[src/rtl/instr_queue.sv]
// Circular instruction queue between fetch and decode/issue.
// Head entry is presented first-word-fall-through; clr_in flushes on misprediction.
module instr_queue #(
  parameter int DEPTH_WIDTH = 4
) (
  input  logic                   clk_in,
  input  logic                   rst_in,
  input  logic                   rdy_in,
  input  logic                   clr_in,
  input  logic                   push_valid,
  input  logic [31:0]            push_instr,
  input  logic [31:0]            push_npc,
  input  logic                   pop_ready,
  output logic                   full,
  output logic [DEPTH_WIDTH:0]   count,
  output logic                   has_instr,
  output logic [31:0]            instr,
  output logic [31:0]            npc
);

  localparam int DEPTH = 2 ** DEPTH_WIDTH;
  localparam logic [DEPTH_WIDTH:0] DEPTH_CNT = (DEPTH_WIDTH + 1)'(DEPTH);

  logic [DEPTH_WIDTH-1:0] head;
  logic [DEPTH_WIDTH-1:0] tail;
  logic [31:0]            instr_mem [DEPTH];
  logic [31:0]            npc_mem   [DEPTH];

  logic do_push;
  logic do_pop;
  logic write_en;

  // Push/pop qualifiers use pre-edge state: a full queue drops a push even if
  // it pops this cycle, and an empty queue never bypasses a push to the head.
  assign has_instr = (count != '0);
  assign full      = (count == DEPTH_CNT);
  assign do_push   = push_valid & ~full;
  assign do_pop    = pop_ready & has_instr;
  assign write_en  = ~rst_in & rdy_in & ~clr_in & do_push;

  assign instr = has_instr ? instr_mem[head] : '0;
  assign npc   = has_instr ? npc_mem[head]   : '0;

  // NOTE: sequential state uses non-blocking assignments so every register
  // samples the same pre-edge values regardless of statement order.
  always_ff @(posedge clk_in) begin
    if (rst_in) begin
      head  <= '0;
      tail  <= '0;
      count <= '0;
    end else if (rdy_in) begin
      if (clr_in) begin
        head  <= '0;
        tail  <= '0;
        count <= '0;
      end else begin
        if (do_push) tail <= tail + 1'b1;
        if (do_pop)  head <= head + 1'b1;
        case ({do_push, do_pop})
          2'b10:   count <= count + 1'b1;
          2'b01:   count <= count - 1'b1;
          default: count <= count;
        endcase
      end
    end
  end

  // NOTE: the storage arrays are deliberately not reset; entries are only
  // ever read behind a valid count, so a reset would just cost logic.
  always_ff @(posedge clk_in) begin
    if (write_en) begin
      instr_mem[tail] <= push_instr;
      npc_mem[tail]   <= push_npc;
    end
  end

endmodule

[config.mk]
export PLATFORM = sky130hd
export DESIGN_NAME = instr_queue
export DESIGN_NICKNAME = d
export VERILOG_FILES = /design/src/rtl/instr_queue.sv
export SDC_FILE = /design/constraint.sdc
export NUM_CORES = 1
export LEC_CHECK = 0
export ABC_CLOCK_PERIOD_IN_PS = 10390
export BUFFER_PORTS_ARGS = -buffer_cell sky130_fd_sc_hd__buf_4
export CAP_MARGIN = 20
export CORE_ASPECT_RATIO = 1.1
export CORE_MARGIN = 5
export CORE_UTILIZATION = 33
export CTS_CLUSTER_SIZE = 28
export DETAILED_ROUTE_END_ITERATION = 7
export PLACE_DENSITY_LB_ADDON = 0.05
export SYNTH_ARGS = -nofsm -noshare
export SYNTH_HDL_FRONTEND = slang
export SYNTH_SLANG_ARGS = --single-unit
[constraint.sdc]
create_clock -name clk_in -period 10.39 [get_ports clk_in]
set_clock_uncertainty 0.15 [all_clocks]
set_input_delay 1.039 -clock clk_in [delete_from_list [all_inputs] [get_ports clk_in]]
set_output_delay 1.039 -clock clk_in [all_outputs]
set_load 0.01 [all_outputs]
==> results.sh, run 1 <==
export IMPL_outcome="complete, no violations"
export IMPL_seqPwrFrac_pct=52.9
export IMPL_synthesis_area_um2=39800
export IMPL_htreeDepth=3
export IMPL_core_area_um2=120000
export IMPL_post_cts_buffers=0
export IMPL_synth_warnings=0
export IMPL_crit_fanout=88
export IMPL_cp_arrival_ns=4.54
export IMPL_grt_max_degree=153
export IMPL_synth_ff_type="edfxtp_1"
export IMPL_cts_tree="yes"
export IMPL_drive_gt1_share_pct=35.9
export IMPL_fin_crit_sh_pct=55.2
export IMPL_hold_viol=0
export IMPL_synth_cell_types=41
export IMPL_p_int_mw=6.98
export IMPL_switchingPower_mw=1.75
export IMPL_clk_pin_slew_ns=0.06
export IMPL_clk_latency_ns=0.68
export IMPL_min_delay_path_class="flop to flop"
export IMPL_p_leak_nw=14.2
export IMPL_initial_core_util_pct=33.3
export IMPL_drtPass1Iterations=5
export IMPL_clkPwrFrac_pct=44.9
export IMPL_syn_nets=1708
export IMPL_critical_path_class="flop to primary output"
export IMPL_path_delay_family="buffers and inverters"
export IMPL_wl_per_cell_um=29.4
export IMPL_cp_end_kind="primary output"
export IMPL_hold_ws_ns=0.372
export IMPL_cts_resized=0
export IMPL_fp_dieW_um=341
export IMPL_grt_total_usage_pct=16.1
export IMPL_peakVddDrop_mv=0.127
export IMPL_final_max_slew_violation_count=0
export IMPL_layout_common_cells="1,024 x edfxtp_1, 320 x mux4_2, 182 x buf_4"
export IMPL_grt_setup_unrepaired="no"
export IMPL_relSlewSlack_pct=24.0
export IMPL_tightest_slew_ns=1.14
export IMPL_die_area_um2=128000
export IMPL_cp_data_required_time_ns=9.20
export IMPL_cts_hold_buffers=0
export IMPL_seq_area_um2=31100
export IMPL_synth_yosys_seq_area_share_pct=78.1
export IMPL_setup_viol=0
export IMPL_fin_util_pct=38.9
export IMPL_place_congestion=0.688
export IMPL_root_buffer="clkbuf_16"
export IMPL_synth_edf_count=1024
export IMPL_numPortBuffers=140
export IMPL_overflow=0
export IMPL_crit_chain="buf_4 -> buf_12 -> mux4_2 -> mux4_2 -> and2_1 -> buf_4"
export IMPL_post_route_min_period_ns=5.73
export IMPL_avgViaCountPerCell=5.11
export IMPL_fin_tns_setup_ns=0
export IMPL_power_density_nw_per_um2=187
export IMPL_grt_pass1_wl_mm=148
export IMPL_critPathMaxStageDelay_ns=0.83
export IMPL_async_flop_share_pct=0
export IMPL_avgSynthCellArea_um2=24.4
export IMPL_multi_input_area_um2=8440
export IMPL_max_cap_viol_count=0
export IMPL_nets=1927
export IMPL_antenna_found_initial=7
export IMPL_route_final_wire_length_mm=103
export IMPL_num_vias=17900
export IMPL_io_pins=141
export IMPL_startpoint_type="flop"
export IMPL_die_h_um=374
export IMPL_syn_to_final_growth_pct=17.1
export IMPL_fill_cells=10600
export IMPL_antenna_left=0
export IMPL_synth_seq_cells=1041
export IMPL_place_hpwl_mm=52.2
export IMPL_postSynthCellCount=1631
export IMPL_drc=0
export IMPL_grt_pass1_vias=19800
export IMPL_final_common_cell="edfxtp_1"
export IMPL_drt_iter0_markers=1199
export IMPL_swShare_pct=20.1
export IMPL_crit_buf_inv=3
export IMPL_cts_buffer_depth=3
export IMPL_numCtsBuffers=115
export IMPL_combPwrFrac_pct=2.2
export IMPL_max_freq_mhz=175
export IMPL_row_count=133
export IMPL_cp_slowest_cell="dfxtp_4"
export IMPL_clock_sinks=1041
## metal layers
layer  part of all wire (%)  GRT usage [%]  wire [um]  vias to the layer above
met5                  0.045              0         46                        -
met4                    1.6           3.65       1620                        8
met2                     51           27.9      52900                      348
li1                       -              -          -                     7471
met1                     43           21.2      44200                     9926
met3                    4.1           2.89       4170                      131
## cell usage after synthesis (all sizes together) (8+ instances only)
master	instances	area, um^2
a21oi	11	55.1
nor2	30	113
clkbuf	47	176
o21ai	8	40.0
dfxtp	17	340
nand2	12	45.0
and2	64	400
edfxtp	1024	30700
mux4	320	7210
buf	37	180
## cells by family after synthesis
logic type,share of synthesized area (%)
XOR/XNOR,0.0660
flip-flops,78.1
multiplexers,18.2
adder cells (fa/ha/maj),0.220
AND/OR/NAND/NOR,1.77
AO/OA/AOI/OAI,0.682
buffers and inverters,0.962
## power by group through the flow
stage / registers [mW] / logic, mW / clock network, mW
floorplan: 4.71 / 0.0734 / 0
global placement: 4.71 / 0.199 / 0
detailed placement: 4.71 / 0.203 / 0
CTS: 4.62 / 0.203 / 4.05
global route: 4.62 / 0.215 / 4.23
finish: 4.62 / 0.195 / 3.92
## flip-flops by register name, indices dropped and copies added, names as in the netlist, named ones only
signal / cells
count: 5
tail: 4
head: 4
instr_mem: 512
npc_mem: 512
## path summary, 6_finish.rpt
check	startpoint	to	slack [ns]	depth (start not counted)
hold reg to reg	head[2]	flop	0.37	2
hold / removal	head[2]	flop	0.37	2
setup reg to reg	count[0]	instr_mem[11][21]	6.14	7
setup / recovery	flop	instr[15]	4.66	6
## per-stage QoR
stage               worst slack (ns)  power (mW)  cells  area, um^2
finish                          4.66        8.73   3499       46600
global route                    4.26        9.06   3498       46600
CTS                             4.43        8.87   3497       46600
global placement                5.21        4.91   3284       42900
detailed placement              5.19        4.91   3285       43000
floorplan                       3.56        4.78   1631       39800
## layout make-up
type	count	share of cell area [%]
diodes	2	0.0107
clock buffers	136	6.41
inverters	7	0.0564
flip-flops and latches	1041	66.8
multi-input cells	499	18.1
repair buffers	186	3.10
clock inverters	76	1.36
well taps	1552	4.17
## worst min-delay path: cells and delay by family (launching register included)
kind	cells	cell delay, ns
flip-flops	1	0.32
AO/OA/AOI/OAI	2	0.15
No activity file was read; power rests on OpenSTA's default activity.
==> run 2: changes to the inputs <==
- ABC_CLOCK_PERIOD_IN_PS: 10390 -> 5000
- clock period: 10.39 -> 5 ns (I/O delays scaled with it)
==> run 2 against run 1 <==
Effect of this change: register-to-register slack worse by 4.7 ns; critical path depth decreased by 1; non-clock buffer count increased by 65; cell count rose by 1.6%; wire length shrank 2.8%; die area stayed put; first-iteration DRC count shrank 14%; sequential cell count unchanged; sequential share of layout area is 0.91 points lower; clock power up 93%; via count is 0.31% higher; setup slack got worse by 3.6 ns; critical path type unchanged; largest cell class unchanged; largest power group unchanged.
==> results.sh, run 2 (synthesis results as in run 1) <==
export IMPL_outcome="complete, no violations"
export IMPL_fin_tns_setup_ns=0
export IMPL_nets=1990
export IMPL_cp_data_required_time_ns=4.35
export IMPL_cp_slowest_cell="dfxtp_4"
export IMPL_clk_latency_ns=0.68
export IMPL_crit_fanout=34
export IMPL_tightest_slew_ns=1.08
export IMPL_reg2reg_slack_ns=1.43
export IMPL_avgViaCountPerCell=5.05
export IMPL_row_count=133
export IMPL_grt_max_degree=71
export IMPL_clock_sinks=1041
export IMPL_fin_crit_sh_pct=79.2
export IMPL_min_to="count[4]"
export IMPL_grt_total_usage_pct=15.7
export IMPL_clk_pin_slew_ns=0.06
export IMPL_htreeDepth=3
export IMPL_crit_chain="buf_4 -> mux4_2 -> mux4_2 -> and2_1 -> buf_4"
export IMPL_critPathMaxStageDelay_ns=0.73
export IMPL_cts_tree="yes"
export IMPL_drive_gt1_share_pct=33.4
export IMPL_place_congestion=0.694
export IMPL_peakVddDrop_mv=0.259
export IMPL_design_area_um2=47200
export IMPL_antenna_left=0
export IMPL_startpoint_type="flop"
export IMPL_overflow=0
export IMPL_die_area_um2=128000
export IMPL_core_area_um2=120000
export IMPL_setup_viol=0
export IMPL_hold_viol=0
export IMPL_hold_ws_ns=0.138
export IMPL_seq_area_um2=31100
export IMPL_ff2ff_path_depth=6
export IMPL_grt_setup_unrepaired="no"
export IMPL_timing_rr_start="count[0]"
export IMPL_post_route_min_period_ns=3.96
export IMPL_min_from="pop_ready"
export IMPL_dpl_cell_area_um2=43300
export IMPL_drc=0
export IMPL_initial_core_util_pct=33.3
export IMPL_cp_arrival_ns=3.31
export IMPL_root_buffer="clkbuf_16"
export IMPL_top_regs="instr_mem (512), npc_mem (512), count (5)"
export IMPL_numCtsBuffers=113
export IMPL_numPortBuffers=140
export IMPL_cp_end_kind="primary output"
export IMPL_grt_pass1_vias=20000
export IMPL_layout_common_cells="1,024 x edfxtp_1, 320 x mux4_2, 157 x buf_4"
export IMPL_min_delay_path_class="input pin to flop"
export IMPL_critical_path_class="flop to primary output"
export IMPL_post_cts_buffers=0
export IMPL_worstHoldPathCells=4
export IMPL_fp_dieW_um=341
export IMPL_drtPass1Iterations=5
export IMPL_final_common_cell="edfxtp_1"
export IMPL_drt_iter0_markers=1033
export IMPL_syn_to_final_growth_pct=18.7
export IMPL_num_vias=17900
export IMPL_die_h_um=374
export IMPL_place_hpwl_mm=50.0
export IMPL_wl_per_cell_um=28.1
export IMPL_max_freq_mhz=253
export IMPL_p_leak_nw=14.3
export IMPL_path_delay_family="multiplexers"
export IMPL_route_final_wire_length_mm=100
export IMPL_timing_rr_end="instr_mem[15][14]"
export IMPL_relSlewSlack_pct=27.0
export IMPL_crit_buf_inv=2
export IMPL_power_density_nw_per_um2=373
export IMPL_grt_pass1_wl_mm=145
export IMPL_io_pins=141
export IMPL_crit_cells=5
export IMPL_final_max_slew_violation_count=0
export IMPL_cts_buffer_depth=3
export IMPL_max_cap_viol_count=0
export IMPL_fill_cells=10600
export IMPL_antenna_found_initial=7
export IMPL_multi_input_area_um2=8460
## run 2: cell count changes in the layout (fill, tap and decap cells not counted), sizes merged, moves of 8 or more
cell | before | now
bufinv | 10 | 2
clkbuf | 136 | 149
clkinv | 58 | 44
dlygate4sd3 | 0 | 67
## run 2: per-layer routing
layer	global-route usage, %	routed length [um]	vias to the layer above
li1	-	-	7597
met1	20.4	42800	9903
met2	27.7	51800	317
met3	2.52	3560	118
met4	3.85	1850	4
met5	0	27	-
## run 2: area by class of cell
class                   instances  share of cell area [%]
inverters                       7                  0.0556
flip-flops and latches       1041                    65.9
repair buffers                251                    5.06
clock inverters                51                   0.654
well taps                    1552                    4.11
multi-input cells             499                    17.9
clock buffers                 149                    6.32
diodes                          4                  0.0212
## run 2: what timing repair did
| action | in CTS | in global routing |
|---|---|---|
| hold endpoints to repair | 1041 | 0 |
| hold buffers | 67 | 0 |
| gates resized for setup | 0 | 0 |
## run 2: worst max path at each step
stage / startpoint / to
floorplan: count[0] / instr_mem[15][0]
global placement: count[1] / instr_mem[15][22]
detailed placement: count[0] / instr_mem[12][16]
CTS: flop / npc[26]
global route: flop / instr[8]
finish: flop / npc[26]
## run 2: power by group
group          internal (mW)  switching [mW]
combinational          0.194           0.260
sequential              9.59         0.00695
clock                   4.26            3.29
## run 2: worst min-delay path, stage by stage
cell	delay, ns
buf_4	0.13
a31oi_1	0.11
xnor2_1	0.13
o41ai_1	0.06
## run 2: through the flow
stage	total power, mW	setup slack [ns]	instances	util, %
2_1_floorplan	9.94	0.251	1631	-
3_3_place_gp	10.2	1.31	3283	36.2
3_5_place_dp	10.2	1.33	3283	36.2
4_1_cts	17.9	0.834	3550	39.5
5_1_grt	18.3	0.803	3551	39.5
6_report	17.6	1.04	3554	39.5
